File: config.mk
export PLATFORM = sky130hd
export DESIGN_NAME = proc_pipe
export DESIGN_NICKNAME = d
export VERILOG_FILES = /design/src/rtl/proc_pipe.sv
export SDC_FILE = /design/constraint.sdc
export NUM_CORES = 1
export LEC_CHECK = 0
export CORE_ASPECT_RATIO = 0.8
export CORE_UTILIZATION = 50
export DETAILED_ROUTE_END_ITERATION = 6
export PLACE_DENSITY = 0.68
export SLEW_MARGIN = 10
export SYNTH_ARGS = -nofsm -noshare
export SYNTH_HDL_FRONTEND = slang
export SYNTH_SLANG_ARGS = --single-unit
File: constraint.sdc
create_clock -name clk -period 4.4 [get_ports clk]
set_input_delay 1.1 -clock clk [delete_from_list [all_inputs] [get_ports clk]]
set_output_delay 1.1 -clock clk [all_outputs]
set_load 0.1 [all_outputs]
File: src/rtl/proc_pipe.sv
// proc_pipe: packet-processing sequencer.
//
// On an accepted start it runs the parser once, then walks the enabled
// matcher/executor stage pairs in ascending index order. Each stage hands its
// executor either the stage's hit or miss action address, depending on the
// matcher verdict. Every wait state (PARSE, MATCH, EXEC) is guarded by a
// watchdog that aborts the run when the expected ready does not arrive.
//
// Ports:
//   clk, rst            - clock (rising edge); asynchronous active-low reset
//   start_i             - request a run (accepted only when idle, no cfg write)
//   busy_o              - high while a run is in progress
//   done_o / err_o      - one-cycle completion pulse / abort qualifier
//   err_code_o          - 0 none, 1 parser, 2 matcher, 3 executor
//   err_stage_o         - stage index of the abort (0 for the parser)
//   hit_mask_o          - per-stage match result of the current/last run
//   cfg_*               - stage enable and hit/miss address write port, acked
//   ps_start_o/ps_ready_i                 - parser handshake
//   mt_start_o/mt_ready_i/mt_is_match_i   - per-stage matcher handshakes
//   ex_start_o/ex_ready_i                 - per-stage executor handshakes
//   ex_op_start_cnt_o   - action address, valid from the ex_start_o pulse
module proc_pipe #(
    parameter int NUM_STAGES = 4,
    parameter int ADDR_W     = 32,
    parameter int TIMEOUT    = 1024,
    parameter int STAGE_W    = (NUM_STAGES > 1) ? $clog2(NUM_STAGES) : 1
) (
    input  logic                  clk,
    input  logic                  rst,
    input  logic                  start_i,
    output logic                  busy_o,
    output logic                  done_o,
    output logic                  err_o,
    output logic [1:0]            err_code_o,
    output logic [STAGE_W-1:0]    err_stage_o,
    output logic [NUM_STAGES-1:0] hit_mask_o,
    input  logic                  cfg_we_i,
    input  logic [STAGE_W-1:0]    cfg_stage_i,
    input  logic                  cfg_en_i,
    input  logic [ADDR_W-1:0]     cfg_hit_addr_i,
    input  logic [ADDR_W-1:0]     cfg_miss_addr_i,
    output logic                  cfg_ack_o,
    output logic                  ps_start_o,
    input  logic                  ps_ready_i,
    output logic [NUM_STAGES-1:0] mt_start_o,
    input  logic [NUM_STAGES-1:0] mt_ready_i,
    input  logic [NUM_STAGES-1:0] mt_is_match_i,
    output logic [NUM_STAGES-1:0] ex_start_o,
    input  logic [NUM_STAGES-1:0] ex_ready_i,
    output logic [ADDR_W-1:0]     ex_op_start_cnt_o
);

    localparam int WD_W = (TIMEOUT > 1) ? $clog2(TIMEOUT) : 1;
    localparam bit WD_EN = (TIMEOUT > 0);
    localparam logic [WD_W-1:0] WD_LAST = (TIMEOUT > 0) ? WD_W'(TIMEOUT - 1) : '0;

    typedef enum logic [1:0] {
        FREE  = 2'd0,
        PARSE = 2'd1,
        MATCH = 2'd2,
        EXEC  = 2'd3
    } state_e;

    localparam logic [1:0] ERR_PARSER   = 2'd1;
    localparam logic [1:0] ERR_MATCHER  = 2'd2;
    localparam logic [1:0] ERR_EXECUTOR = 2'd3;

    state_e                state_q, state_d;
    logic [STAGE_W-1:0]    cur_q, cur_d;
    logic [WD_W-1:0]       wd_q, wd_d;
    logic                  done_q, done_d;
    logic                  err_q, err_d;
    logic [1:0]            err_code_q, err_code_d;
    logic [STAGE_W-1:0]    err_stage_q, err_stage_d;
    logic [NUM_STAGES-1:0] hit_mask_q, hit_mask_d;
    logic                  cfg_ack_q, cfg_ack_d;
    logic                  ps_start_q, ps_start_d;
    logic [NUM_STAGES-1:0] mt_start_q, mt_start_d;
    logic [NUM_STAGES-1:0] ex_start_q, ex_start_d;
    logic [ADDR_W-1:0]     ex_addr_q, ex_addr_d;

    // Stage configuration table
    logic [NUM_STAGES-1:0] en_q;
    logic [ADDR_W-1:0]     hit_addr_q  [NUM_STAGES];
    logic [ADDR_W-1:0]     miss_addr_q [NUM_STAGES];
    logic                  cfg_wr;

    // Lowest enabled stage overall, and lowest enabled stage above cur_q.
    // Both are combinational so skipping disabled stages costs no cycles.
    logic                  first_vld, next_vld;
    logic [STAGE_W-1:0]    first_idx, next_idx;
    logic                  wd_expired;

    always_comb begin
        first_vld = 1'b0;
        first_idx = '0;
        next_vld  = 1'b0;
        next_idx  = '0;
        for (int unsigned i = 0; i < NUM_STAGES; i++) begin
            if (en_q[i] && !first_vld) begin
                first_vld = 1'b1;
                first_idx = STAGE_W'(i);
            end
            if (en_q[i] && !next_vld && (i > 32'(cur_q))) begin
                next_vld = 1'b1;
                next_idx = STAGE_W'(i);
            end
        end
    end

    assign wd_expired = WD_EN && (wd_q == WD_LAST);

    always_comb begin
        state_d     = state_q;
        cur_d       = cur_q;
        wd_d        = wd_q + WD_W'(1);
        done_d      = 1'b0;
        err_d       = err_q;
        err_code_d  = err_code_q;
        err_stage_d = err_stage_q;
        hit_mask_d  = hit_mask_q;
        cfg_ack_d   = 1'b0;
        ps_start_d  = 1'b0;
        mt_start_d  = '0;
        ex_start_d  = '0;
        ex_addr_d   = ex_addr_q;
        cfg_wr      = 1'b0;

        unique case (state_q)
            FREE: begin
                wd_d = '0;
                // A config write takes priority; a simultaneous start is dropped.
                if (cfg_we_i) begin
                    if (32'(cfg_stage_i) < NUM_STAGES) begin
                        cfg_wr    = 1'b1;
                        cfg_ack_d = 1'b1;
                    end
                end else if (start_i) begin
                    hit_mask_d  = '0;
                    err_d       = 1'b0;
                    err_code_d  = '0;
                    err_stage_d = '0;
                    cur_d       = '0;
                    ps_start_d  = 1'b1;
                    state_d     = PARSE;
                end
            end

            PARSE: begin
                if (ps_ready_i) begin
                    wd_d = '0;
                    if (first_vld) begin
                        cur_d                 = first_idx;
                        mt_start_d[first_idx] = 1'b1;
                        state_d               = MATCH;
                    end else begin
                        done_d  = 1'b1;
                        state_d = FREE;
                    end
                end else if (wd_expired) begin
                    done_d      = 1'b1;
                    err_d       = 1'b1;
                    err_code_d  = ERR_PARSER;
                    err_stage_d = '0;
                    state_d     = FREE;
                end
            end

            MATCH: begin
                if (mt_ready_i[cur_q]) begin
                    wd_d              = '0;
                    hit_mask_d[cur_q] = mt_is_match_i[cur_q];
                    ex_addr_d         = mt_is_match_i[cur_q] ? hit_addr_q[cur_q]
                                                             : miss_addr_q[cur_q];
                    ex_start_d[cur_q] = 1'b1;
                    state_d           = EXEC;
                end else if (wd_expired) begin
                    done_d      = 1'b1;
                    err_d       = 1'b1;
                    err_code_d  = ERR_MATCHER;
                    err_stage_d = cur_q;
                    state_d     = FREE;
                end
            end

            EXEC: begin
                if (ex_ready_i[cur_q]) begin
                    wd_d = '0;
                    if (next_vld) begin
                        cur_d                = next_idx;
                        mt_start_d[next_idx] = 1'b1;
                        state_d              = MATCH;
                    end else begin
                        done_d  = 1'b1;
                        state_d = FREE;
                    end
                end else if (wd_expired) begin
                    done_d      = 1'b1;
                    err_d       = 1'b1;
                    err_code_d  = ERR_EXECUTOR;
                    err_stage_d = cur_q;
                    state_d     = FREE;
                end
            end

            default: state_d = FREE;
        endcase
    end

    always_ff @(posedge clk or negedge rst) begin
        if (!rst) begin
            state_q     <= FREE;
            cur_q       <= '0;
            wd_q        <= '0;
            done_q      <= 1'b0;
            err_q       <= 1'b0;
            err_code_q  <= '0;
            err_stage_q <= '0;
            hit_mask_q  <= '0;
            cfg_ack_q   <= 1'b0;
            ps_start_q  <= 1'b0;
            mt_start_q  <= '0;
            ex_start_q  <= '0;
            ex_addr_q   <= '0;
        end else begin
            state_q     <= state_d;
            cur_q       <= cur_d;
            wd_q        <= wd_d;
            done_q      <= done_d;
            err_q       <= err_d;
            err_code_q  <= err_code_d;
            err_stage_q <= err_stage_d;
            hit_mask_q  <= hit_mask_d;
            cfg_ack_q   <= cfg_ack_d;
            ps_start_q  <= ps_start_d;
            mt_start_q  <= mt_start_d;
            ex_start_q  <= ex_start_d;
            ex_addr_q   <= ex_addr_d;
        end
    end

    always_ff @(posedge clk or negedge rst) begin
        if (!rst) begin
            en_q <= '1;
            for (int unsigned i = 0; i < NUM_STAGES; i++) begin
                hit_addr_q[i]  <= '0;
                miss_addr_q[i] <= '0;
            end
        end else if (cfg_wr) begin
            en_q[cfg_stage_i]        <= cfg_en_i;
            hit_addr_q[cfg_stage_i]  <= cfg_hit_addr_i;
            miss_addr_q[cfg_stage_i] <= cfg_miss_addr_i;
        end
    end

    assign busy_o            = (state_q != FREE);
    assign done_o            = done_q;
    assign err_o             = err_q;
    assign err_code_o        = err_code_q;
    assign err_stage_o       = err_stage_q;
    assign hit_mask_o        = hit_mask_q;
    assign cfg_ack_o         = cfg_ack_q;
    assign ps_start_o        = ps_start_q;
    assign mt_start_o        = mt_start_q;
    assign ex_start_o        = ex_start_q;
    assign ex_op_start_cnt_o = ex_addr_q;

endmodule

* Word-level counts from Yosys, hierarchy flattened
Index checks and enable logic that the tools add are counted.
** Storage, ports and cells
- Output and inout bits :: 53
- Word-level logic and storage cells :: 188
- Input port bits :: 84
- Register bits after elaboration :: 326
** Cells by class
- $add $sub $neg :: 1
- Bitwise logic cells :: 2
- Muxes and demuxes :: 103
- Eq/ne operators :: 17
- Reduce and logical (&&, ||, !) cells :: 29
- $lt $le $gt $ge :: 14
** Operators with widths (count)
- bitwise mux 128 bit :: 2
- 2-to-1 mux 32 bit :: 6
- binary-select mux 32 bit (select 2 bit) :: 2
- demux 32 bit (select 2 bit) :: 1
- 2-to-1 mux 2 bit :: 29
- case mux 10 bit (4 select lines) :: 1
- 2-to-1 mux 4 bit :: 9
- 2-to-1 mux 1 bit :: 33
- 2-to-1 mux 10 bit :: 3
- != test 2 bit (second input constant) :: 13
- case mux 2 bit (4 select lines) :: 3
- case mux 4 bit (2 select lines) :: 2
- logical AND 1 bit :: 13
- < comparator 2 x 3 -> 1 bit (second input constant) :: 4
- adder 10 x 1 -> 10 bit (second input constant) :: 1
- equality test 10 bit (second input constant) :: 1
- bitwise mux 4 bit :: 2
- demux 1 bit (select 2 bit) :: 4
- greater-or-equal comparator 2 x 1 -> 1 bit (second input constant) :: 4
- AND reduction 8 bit :: 1
- AND reduction 7 bit :: 1
- binary-select mux 1 bit (select 2 bit) :: 3
- greater-or-equal comparator 3 bit (second input constant) :: 2
- NOT 2 -> 3 bit :: 2
- other kinds (16) :: 24

* Depth between registers and ports, before layout
Gate-level depths: netlist (run 1).
- Depth in word-level cells :: 18
- Depth in mapped cells :: 8
- Depth with buffers taken out :: 6

* Worst setup path before layout (run 1)
No wires, ideal clock.
- Path type :: input -> register
- Start point :: in ex_ready_i[3]
- End point :: reg err_code_q[0], in the netlist err_code_o[0]
- Arrival :: 2719 ps
- Stages :: 5
- Setup time :: 125 ps
- Data required time :: 4275 ps
- Path buffers :: 1
- Path slack :: 1555 ps
- Cell sequence :: mux4_2 > and2_4 > or4_4 > buf_6 > mux2_4
** On the way
- Longest elaborated chain between the ends :: 4
** RTL lines
- from (decl) :: line 49 : input logic [NUM_STAGES-1:0] ex_ready_i,
- binary-select mux 1 bit (select 2 bit) :: line 187 : if (ex_ready_i[cur_q]) begin
- 2-to-1 mux 1 bit (not written as such) :: line 187
- != test 2 bit (no line)
- AND reduction 8 bit (no line)
- to (signal assigned) :: line 231 : err_code_q <= err_code_d;
- to (decl) :: line 73 : logic [1:0] err_code_q, err_code_d;
No other way between the ends. The select of a mux whose other input is x is not followed.
A chain may end at the register's enable or synchronous reset.

* Final worst setup path (run 1)
- Start point :: reg state_q[1]
- End point :: out busy_o
** On the way
- Longest elaborated chain between the ends :: 1
** RTL lines
- from (decl) :: line 68 : state_e state_q, state_d;
- from (signal assigned) :: line 226 : state_q <= state_d;
- nonzero test 2 bit :: line 256 : assign busy_o = (state_q != FREE);
- to (decl) :: line 31 : output logic busy_o,
No other way between the ends.

==> impl_metrics.tcl, run 1 <==
set metrics [dict create \
    status "complete, no violations" \
    post_cts_buffers 0 \
    cts_tree "yes" \
    fp.dieW_um 191 \
    post-route-min-period_ps 3660 \
    relSlewSlack_pct 29.8 \
    cts_buffer_depth 3 \
    max_freq_mhz 273 \
    rr_startpoint "state_q[1]" \
    dieArea_um2 29200 \
    syn_to_final_growth_pct 20.7 \
    critPathSlowestCell "clkdlybuf4s50_1" \
    grt_pass1_vias 8726 \
    startpoint_type "register" \
    dp_hpwl_um 18000 \
    grt_first_pass_wirelength_um 49400 \
    initial_core_util_pct 51.6 \
    clk_pin_slew_ps 60 \
    syn_area_per_cell_um2 15.1 \
    placed_cell_area_um2 16100 \
    ir_drop_v 0.000492 \
    cts_resized 0 \
    ioPinCount 137 \
    cts_made_buffers 34 \
    powerDensity_nw_per_um2 771 \
    maxCapViolations 0 \
    netlist_instances 942 \
    layout_setup_ws_ps 736 \
    row_count 54 \
    period_share_pct 83.3 \
    via_per_inst 5.65 \
    max_slew.worst_pin.slew_ps 1050 \
    grt_use_total_pct 21.7 \
    final_util_pct 62.3 \
    vias 8229 \
    core_um2 27600 \
    gp_congestion 0.776 \
    yosys_warnings 0 \
    synth.yosys.seq_area_share_pct 57.2 \
    clk_latency_ps 500 \
    drtAntennaViolNets 0 \
    worstPathArrival_ps 2560 \
    postLayoutCellArea_um2 17200 \
    hp-class "register to register" \
    synth_cell_types 40 \
    dp_cells 1397 \
    fin_setup_tns_ps 0 \
    required_ps 3300 \
    first_pass_iters 4 \
    io_buffers 136 \
    die_y_um 153 \
    synth_nets 1027 \
    drive_gt1_share_pct 37.7 \
    finalWirelength_um 30000 \
    overflow 0 \
    endpoint_kind "output port" \
    drc 0 \
    max_stage_delay_ps 1140 \
    drt_iter0_drc 362 \
    final_nets 1154 \
    cts_root_buf "clkbuf_16" \
    finalNonFillerCells 1457 \
    antenna_found_initial 3 \
    ys_ff_latch 326 \
    rsz0062_at_grt "no" \
    cp-startpoint "state_q[1]" \
    cp_cell_sequence "nor2_1, inv_1, clkdlybuf4s50_1" \
    dpl_worst_slack_ps 1010 \
    netlist_area_um2 14300 \
    p_leak_nw 7.29 \
    grt_max_degree 94 \
    cts_max_level 2 \
    slew_viol_final 0 \
    wl_per_cell_um 20.6 \
    setup_violations 0 \
    hold_violations 0 \
    critPathMaxFanout 19 \
    cts.sinks 326 \
    cts_hold_buf 0 \
    finalClockSkew_ps 12.3 \
    worstHoldStart "wd_q[0]" \
    crit_type "register to output port" \
]
-- critical path, delay by kind of cell, from the launching register on --
| kind | cells | cell delay, ps |
|---|---|---|
| simple gates | 1 | 130 |
| flops | 1 | 710 |
| buf+inv | 2 | 1220 |
-- cells in the final DEF (no fill, tap or decap), types with 3 or more instances in the layout --
| cell type | Yosys | layout |
|---|---|---|
| clkbuf_16 | 0 | 37 |
| bufinv_16 | 0 | 3 |
| clkdlybuf4s50_1 | 0 | 135 |
| dfrtp_1 | 322 | 320 |
| and3_1 | 4 | 4 |
| dfstp_2 | 4 | 4 |
| nor3_1 | 5 | 4 |
| clkinv_2 | 0 | 3 |
| mux4_2 | 66 | 66 |
| a31oi_1 | 4 | 4 |
| mux2_2 | 260 | 260 |
| nand2b_1 | 3 | 3 |
| clkbuf_1 | 27 | 7 |
| and2_1 | 4 | 4 |
| inv_1 | 6 | 6 |
| xor2_1 | 3 | 3 |
| mux2i_1 | 45 | 45 |
| buf_12 | 0 | 5 |
| xnor2_1 | 5 | 5 |
| clkbuf_8 | 0 | 6 |
| nor2_1 | 57 | 57 |
| a21oi_1 | 37 | 37 |
| nand3_1 | 8 | 7 |
| nand2_1 | 11 | 10 |
| nor2b_1 | 9 | 9 |
| o21ai_0 | 5 | 5 |
| buf_4 | 0 | 12 |
-- path summary, 6_finish.rpt --
kind / endpoint / slack (ps) / cells past startpoint
max: busy_o / 740 / 3
min: wd_q[0] / 480 / 1
min in group asynchronous: miss_addr_q[89] / 620 / 1
min reg2reg: wd_q[0] / 480 / 1
max reg2reg: ex_op_start_cnt_o[31] / 1500 / 6
max in group asynchronous: hit_addr_q[79] / 2760 / 2
-- Yosys cell counts --
library cell,number,area share [%]
mux2_4,2,0.21
nand4_1,1,0.044
a31oi_1,4,0.18
a21oi_1,37,1.3
or4_1,1,0.053
buf_2,25,0.88
clkbuf_1,27,0.71
nor4_1,2,0.088
a311o_1,1,0.070
xnor2_1,5,0.31
ha_1,1,0.088
a21bo_2,1,0.070
nand3_1,8,0.28
nor3_1,5,0.18
nor2b_1,9,0.39
a211o_1,1,0.061
a22oi_1,2,0.11
and2_1,4,0.18
nand2_1,11,0.29
o22a_1,1,0.061
and3_1,4,0.18
buf_6,1,0.079
mux2i_1,45,3.2
or4_4,1,0.079
dfstp_2,4,0.74
xor2_1,3,0.18
dfrtp_1,322,56
buf_1,9,0.24
inv_1,6,0.16
nor2_1,57,1.5
nor4b_1,1,0.061
o21ai_0,5,0.18
mux2_2,260,21
o211ai_1,1,0.053
o22ai_1,2,0.088
nand2b_1,3,0.13
nor3b_1,2,0.11
and2_4,1,0.061
mux4_2,66,10
a221o_1,1,0.070
-- per-layer routing --
| layer | routed length, µm | track usage [%] | vias to the layer above | share of wire (%) |
|---|---|---|---|---|
| li1 | - | - | 3711 | - |
| met1 | 14400 | 32.7 | 4338 | 48 |
| met2 | 13600 | 32.3 | 141 | 45 |
| met3 | 1450 | 4.18 | 39 | 4.8 |
| met4 | 511 | 5.49 | 0 | 1.7 |
| met5 | 0 | 0 | - | 0 |
-- layout make-up --
type                            instances  area [µm²]
Inverter                                6        22.5
Multi-Input combinational cell        548        5850
Timing Repair Buffer                  153        1560
Fill cell                            2127       10400
Clock buffer                           50        1030
Clock inverter                          8         120
Antenna cell                            2        5.00
Sequential cell                       326        8170
Tap cell                              364         455
-- through the flow --
stage          power [mW]  hold slack (ps)
3_5_place_dp         10.4              476
4_1_cts              13.4              484
2_1_floorplan        9.09              455
6_report             13.3              480
3_3_place_gp         10.3              474
5_1_grt              14.0              501
-- power breakdown --
group / switching [mW] / internal, mW / total (mW)
clock network: 1.16 / 1.80 / 2.96
logic: 2.76 / 2.32 / 5.09
registers: 0.815 / 4.41 / 5.23
-- kinds of logic after synthesis --
family	count (synthesis)	synth area share, %
DFF	326	57.2
adders and majority gates	1	0.0877
xor gates and xnor gates	8	0.491
buffers and inverters	68	2.06
AOI/OAI and AO/OA	56	2.23
muxes	373	34.3
and+or+nand+nor	110	3.61
-- registers in the layout, summed over array words and instances, names as in the netlist, 2 cells and up --
register and count:
hit_addr_q 128, miss_addr_q 128, ex_op_start_cnt_o 32, wd_q 10, en_q 4, ex_start_o 4
hit_mask_o 4, mt_start_o 4, cur_q 2, err_code_o 2, err_stage_o 2, state_q 2
Note: power is estimated with default switching activity, not from simulation.
==> run 2: changes to the inputs <==
- clock period: 4.4 -> 3.45 ns (I/O delays scaled with it)
==> run 2 against run 1 <==
Global-route usage decreased by 0.24 points. Via count down 0.16%. Sequential share of layout area increased by 0.26 points. Non-clock buffer count up 8. Clock power is 22% higher. Total power rose by 26%. Critical path type unchanged. Largest power group unchanged.
==> impl_metrics.tcl, run 2 (synthesized netlist as in run 1, its figures left out) <==
set metrics [dict create \
    r2r_cells 7 \
    grt_pass1_vias 8891 \
    overflow 0 \
    p_int_mw 10.7 \
    wl_per_cell_um 20.4 \
    ir_drop_v 0.000895 \
    post_cts_buffers 0 \
    dpl_worst_slack_ps 414 \
    via_per_inst 5.62 \
    cts_tree "yes" \
    dieArea_um2 29200 \
    required_ps 2590 \
    clk_latency_ps 500 \
    setup_violations 0 \
    drtAntennaViolNets 0 \
    hold_violations 0 \
    grt_use_total_pct 21.5 \
    p_leak_nw 7.38 \
    max_slew.worst_pin.slew_ps 1040 \
    layout_common_cells "dfrtp_1, mux2_2, clkdlybuf4s50_1" \
    startpoint_type "register" \
    final_common_cell "dfrtp_1" \
    cts_hold_buf 0 \
    drive_gt1_share_pct 43.0 \
    gp_congestion 0.819 \
    status "complete, no violations" \
    combPwrFrac_pct 39.1 \
    finalWirelength_um 29800 \
    cts_resized 0 \
    endpoint_kind "output port" \
    finalPower_mw 16.7 \
    dp_hpwl_um 18300 \
    powerDensity_nw_per_um2 978 \
    initial_core_util_pct 51.6 \
    final_nets 1162 \
    syn_to_final_growth_pct 20.0 \
    p_switching_mw 6.05 \
    postLayoutCellArea_um2 17100 \
    max_freq_mhz 387 \
    critPathMaxFanout 12 \
    clk_pin_slew_ps 60 \
    fin_setup_tns_ps 0 \
    placed_cell_area_um2 16000 \
    seqPwrFrac_pct 39.3 \
    post-route-min-period_ps 2580 \
    fp.dieW_um 191 \
    antenna_found_initial 2 \
    sw_frac_of_total_pct 36.1 \
    cts.sinks 326 \
    hp-class "input port to asynchronous set/reset pin" \
    drc 0 \
    layout_setup_ws_ps 869 \
    worstPathArrival_ps 1720 \
    vias 8216 \
    ioPinCount 137 \
    ff2ff_setup_slack_ps 960 \
    cts_root_buf "clkbuf_16" \
    crit_type "register to output port" \
    grt_max_degree 78 \
    core_um2 27600 \
    fill_cells 2089 \
    period_share_pct 74.8 \
    io_buffers 136 \
    cts_made_buffers 34 \
    die_y_um 153 \
    relSlewSlack_pct 30.8 \
    drt_iter0_drc 434 \
    clockPowerShare_pct 21.6 \
    final_util_pct 62.0 \
    row_count 54 \
    finalClockSkew_ps 12.7 \
    cts_max_level 2 \
    first_pass_iters 4 \
    cts_buffer_depth 3 \
    grt_first_pass_wirelength_um 49300 \
    maxCapViolations 0 \
    rsz0062_at_grt "no" \
    slew_viol_final 0 \
]
run 2: cell count changes in the layout (fill, tap and decap cells not counted), sizes merged:
cell           before  now
bufinv              3    2
buf                18   79
clkbuf             50   47
clkinvlp            2    3
inv                 6    7
clkdlybuf4s50     135   82
run 2: worst paths after layout:
kind	start	endpoint
worst max-delay path	state_q[1]	busy_o
worst min-delay path	rst	miss_addr_q[121]
worst max register to register	state_q[1]	ex_op_start_cnt_o[27]
worst min register to register	miss_addr_q[48]	miss_addr_q[48]
max in group asynchronous	rst	en_q[0]
min in group clk	miss_addr_q[48]	miss_addr_q[48]
run 2: worst max-delay path: stages, from the launching register on:
cell and delay, ps:
dfrtp_1 560, buf_4 230, nor2_1 70, inv_1 80, buf_4 280
run 2: routing by layer:
layer  part of all wire [%]  track usage, %
met5                      0               0
met4                    1.5            4.57
met3                    4.1            3.77
met2                     46            33.1
met1                     48            32.0
run 2: per-stage QoR:
stage          hold slack, ps  cells
6_report                  310   1463
5_1_grt                   348   1461
4_1_cts                   338   1461
3_5_place_dp              487   1405
3_3_place_gp              483   1405
2_1_floorplan             455    942
run 2: power by group through the flow:
| stage | clock, mW | combinational, mW | sequential [mW] |
|---|---|---|---|
| after floorplan | 0 | 3.57 | 8.02 |
| after global placement | 0 | 6.47 | 6.58 |
| after detailed placement | 0 | 6.60 | 6.63 |
| after CTS | 3.71 | 6.61 | 6.59 |
| after global routing | 3.86 | 7.01 | 6.82 |
| final | 3.62 | 6.55 | 6.58 |
run 2: area by class of cell:
cell class              instances  area, µm²  share of cell area, %
repair buffers                161       1520                   8.88
flip-flops and latches        326       8170                   47.7
inverters                       6       22.5                  0.132
multi-input cells             548       5850                   34.2
well taps                     364        455                   2.66
clock inverters                 9        106                  0.621
clock buffers                  47        991                   5.79
diodes                          2       5.00                 0.0292
==> run 3: changes to the inputs <==
- PLACE_DENSITY: 0.68 -> 0.71
- clock period: 3.45 -> 2.3 ns (I/O delays scaled with it)
==> run 3 against run 2 <==
Non-clock buffer count grew 32. Global-route usage grew 0.78 points. First-iteration DRC count shrank 16%. Critical endpoint is now err_code_o[0]. Sequential cell count is the same. Sequential power grew 50%. Setup slack lost 690 ps. Routed wire length grew 2.7%.
==> impl_metrics.tcl, run 3 (synthesized netlist as in run 1, its figures left out) <==
set metrics [dict create \
    final_nets 1194 \
    post_cts_buffers 0 \
    postLayoutCellArea_um2 17500 \
    dp_cells 1437 \
    maxCapViolations 0 \
    clk_pin_slew_ps 60 \
    p_leak_nw 7.59 \
    endpoint_kind "register" \
    cts_max_level 2 \
    finalClockSkew_ps 17.9 \
    startpoint_type "register" \
    vias 8380 \
    crit_type "register to register" \
    cts.sinks 326 \
    cts_hold_buf 0 \
    cp_cell_sequence "mux4_2, and2_4, or4_4, mux2_4" \
    drive_gt1_share_pct 44.3 \
    row_count 54 \
    antenna_found_initial 3 \
    cts_tree "yes" \
    clk_latency_ps 500 \
    period_share_pct 92.2 \
    relSlewSlack_pct 67.2 \
    whs_ps 9.00 \
    max_slew.worst_pin.slew_ps 491 \
    slew_viol_final 0 \
    fin_setup_tns_ps 0 \
    syn_to_final_growth_pct 22.7 \
    via_per_inst 5.60 \
    hp-class "input port to asynchronous set/reset pin" \
    layout_common_cells "dfrtp_1, mux2_2, buf_4" \
    hold_violations 0 \
    finalNonFillerCells 1496 \
    wl_per_cell_um 20.5 \
    final_common_cell "dfrtp_1" \
    critPathSlowestCell "mux4_2" \
    cts_made_buffers 34 \
    powerDensity_nw_per_um2 1450 \
    rsz0062_at_grt "no" \
    io_buffers 136 \
    required_ps 2690 \
    grt_pass1_vias 9123 \
    setup_violations 0 \
    grt_first_pass_wirelength_um 50900 \
    drc 0 \
    overflow 0 \
    worstPathArrival_ps 2510 \
    grt_use_total_pct 22.2 \
    dp_hpwl_um 19600 \
    drt_iter0_drc 364 \
    cts_buffer_depth 3 \
    critPathMaxFanout 9 \
    ir_drop_v 0.00106 \
    final_util_pct 63.3 \
    dieArea_um2 29200 \
    gp_congestion 0.822 \
    ff2ff_setup_slack_ps 180 \
    status "complete, no violations" \
    first_pass_iters 4 \
    initial_core_util_pct 51.6 \
    cts_resized 0 \
    placed_cell_area_um2 16400 \
    post-route-min-period_ps 2120 \
    grt_max_degree 60 \
    finalWirelength_um 30600 \
    core_um2 27600 \
    die_y_um 153 \
    max_freq_mhz 471 \
    cts_root_buf "clkbuf_16" \
    fp.dieW_um 191 \
    drtAntennaViolNets 0 \
    max_stage_delay_ps 560 \
    ioPinCount 137 \
]
run 3: cell count changes in the layout (fill, tap and decap cells not counted), sizes merged:
| cell | previous run | this run |
|---|---|---|
| buf | 79 | 111 |
| clkbuf | 47 | 48 |
| clkinv | 3 | 4 |
| clkinvlp | 3 | 0 |
| diode | 2 | 4 |
run 3: routing by layer:
| layer | GRT usage (%) | wire length, µm |
|---|---|---|
| met1 | 32.9 | 14300 |
| met2 | 34.2 | 14400 |
| met3 | 3.88 | 1310 |
| met4 | 5.52 | 563 |
| met5 | 0 | 0 |
run 3: metrics by stage:
stage	worst slack, ps	power [mW]
2_1_floorplan	74.0	17.4
3_3_place_gp	-232	19.8
3_5_place_dp	-239	20.1
4_1_cts	180	25.6
5_1_grt	91.8	26.7
6_report	179	25.3
run 3: final timing paths:
kind / startpoint / end / cells after the start
min: rst / miss_addr_q[120] / 1
min in group clk: wd_q[0] / wd_q[0] / 1
max reg2reg: cur_q[0] / err_code_o[0] / 4
min reg2reg: wd_q[0] / wd_q[0] / 1
max in group asynchronous: rst / ex_op_start_cnt_o[19] / 2
max: cur_q[0] / err_code_o[0] / 4
run 3: layout make-up:
class	count	area, µm²
diodes	4	10.0
repair buffers	193	1920
well taps	364	455
fillers	2046	10100
multi-input cells	548	5850
flip-flops and latches	326	8170
clock buffers	48	975
inverters	6	22.5
clock inverters	7	88.8
run 3: where the power goes:
group / internal [mW] / switching, mW / total (mW)
Sequential: 8.45 / 1.40 / 9.85
Clock: 3.16 / 2.15 / 5.32
Combinational: 4.55 / 5.57 / 10.1
run 3: worst max-delay path, delay by kind of cell (launching register included):
kind,cells,cell delay (ps)
AND/OR/NAND/NOR,2,630
flip-flops,1,500
multiplexers,2,880
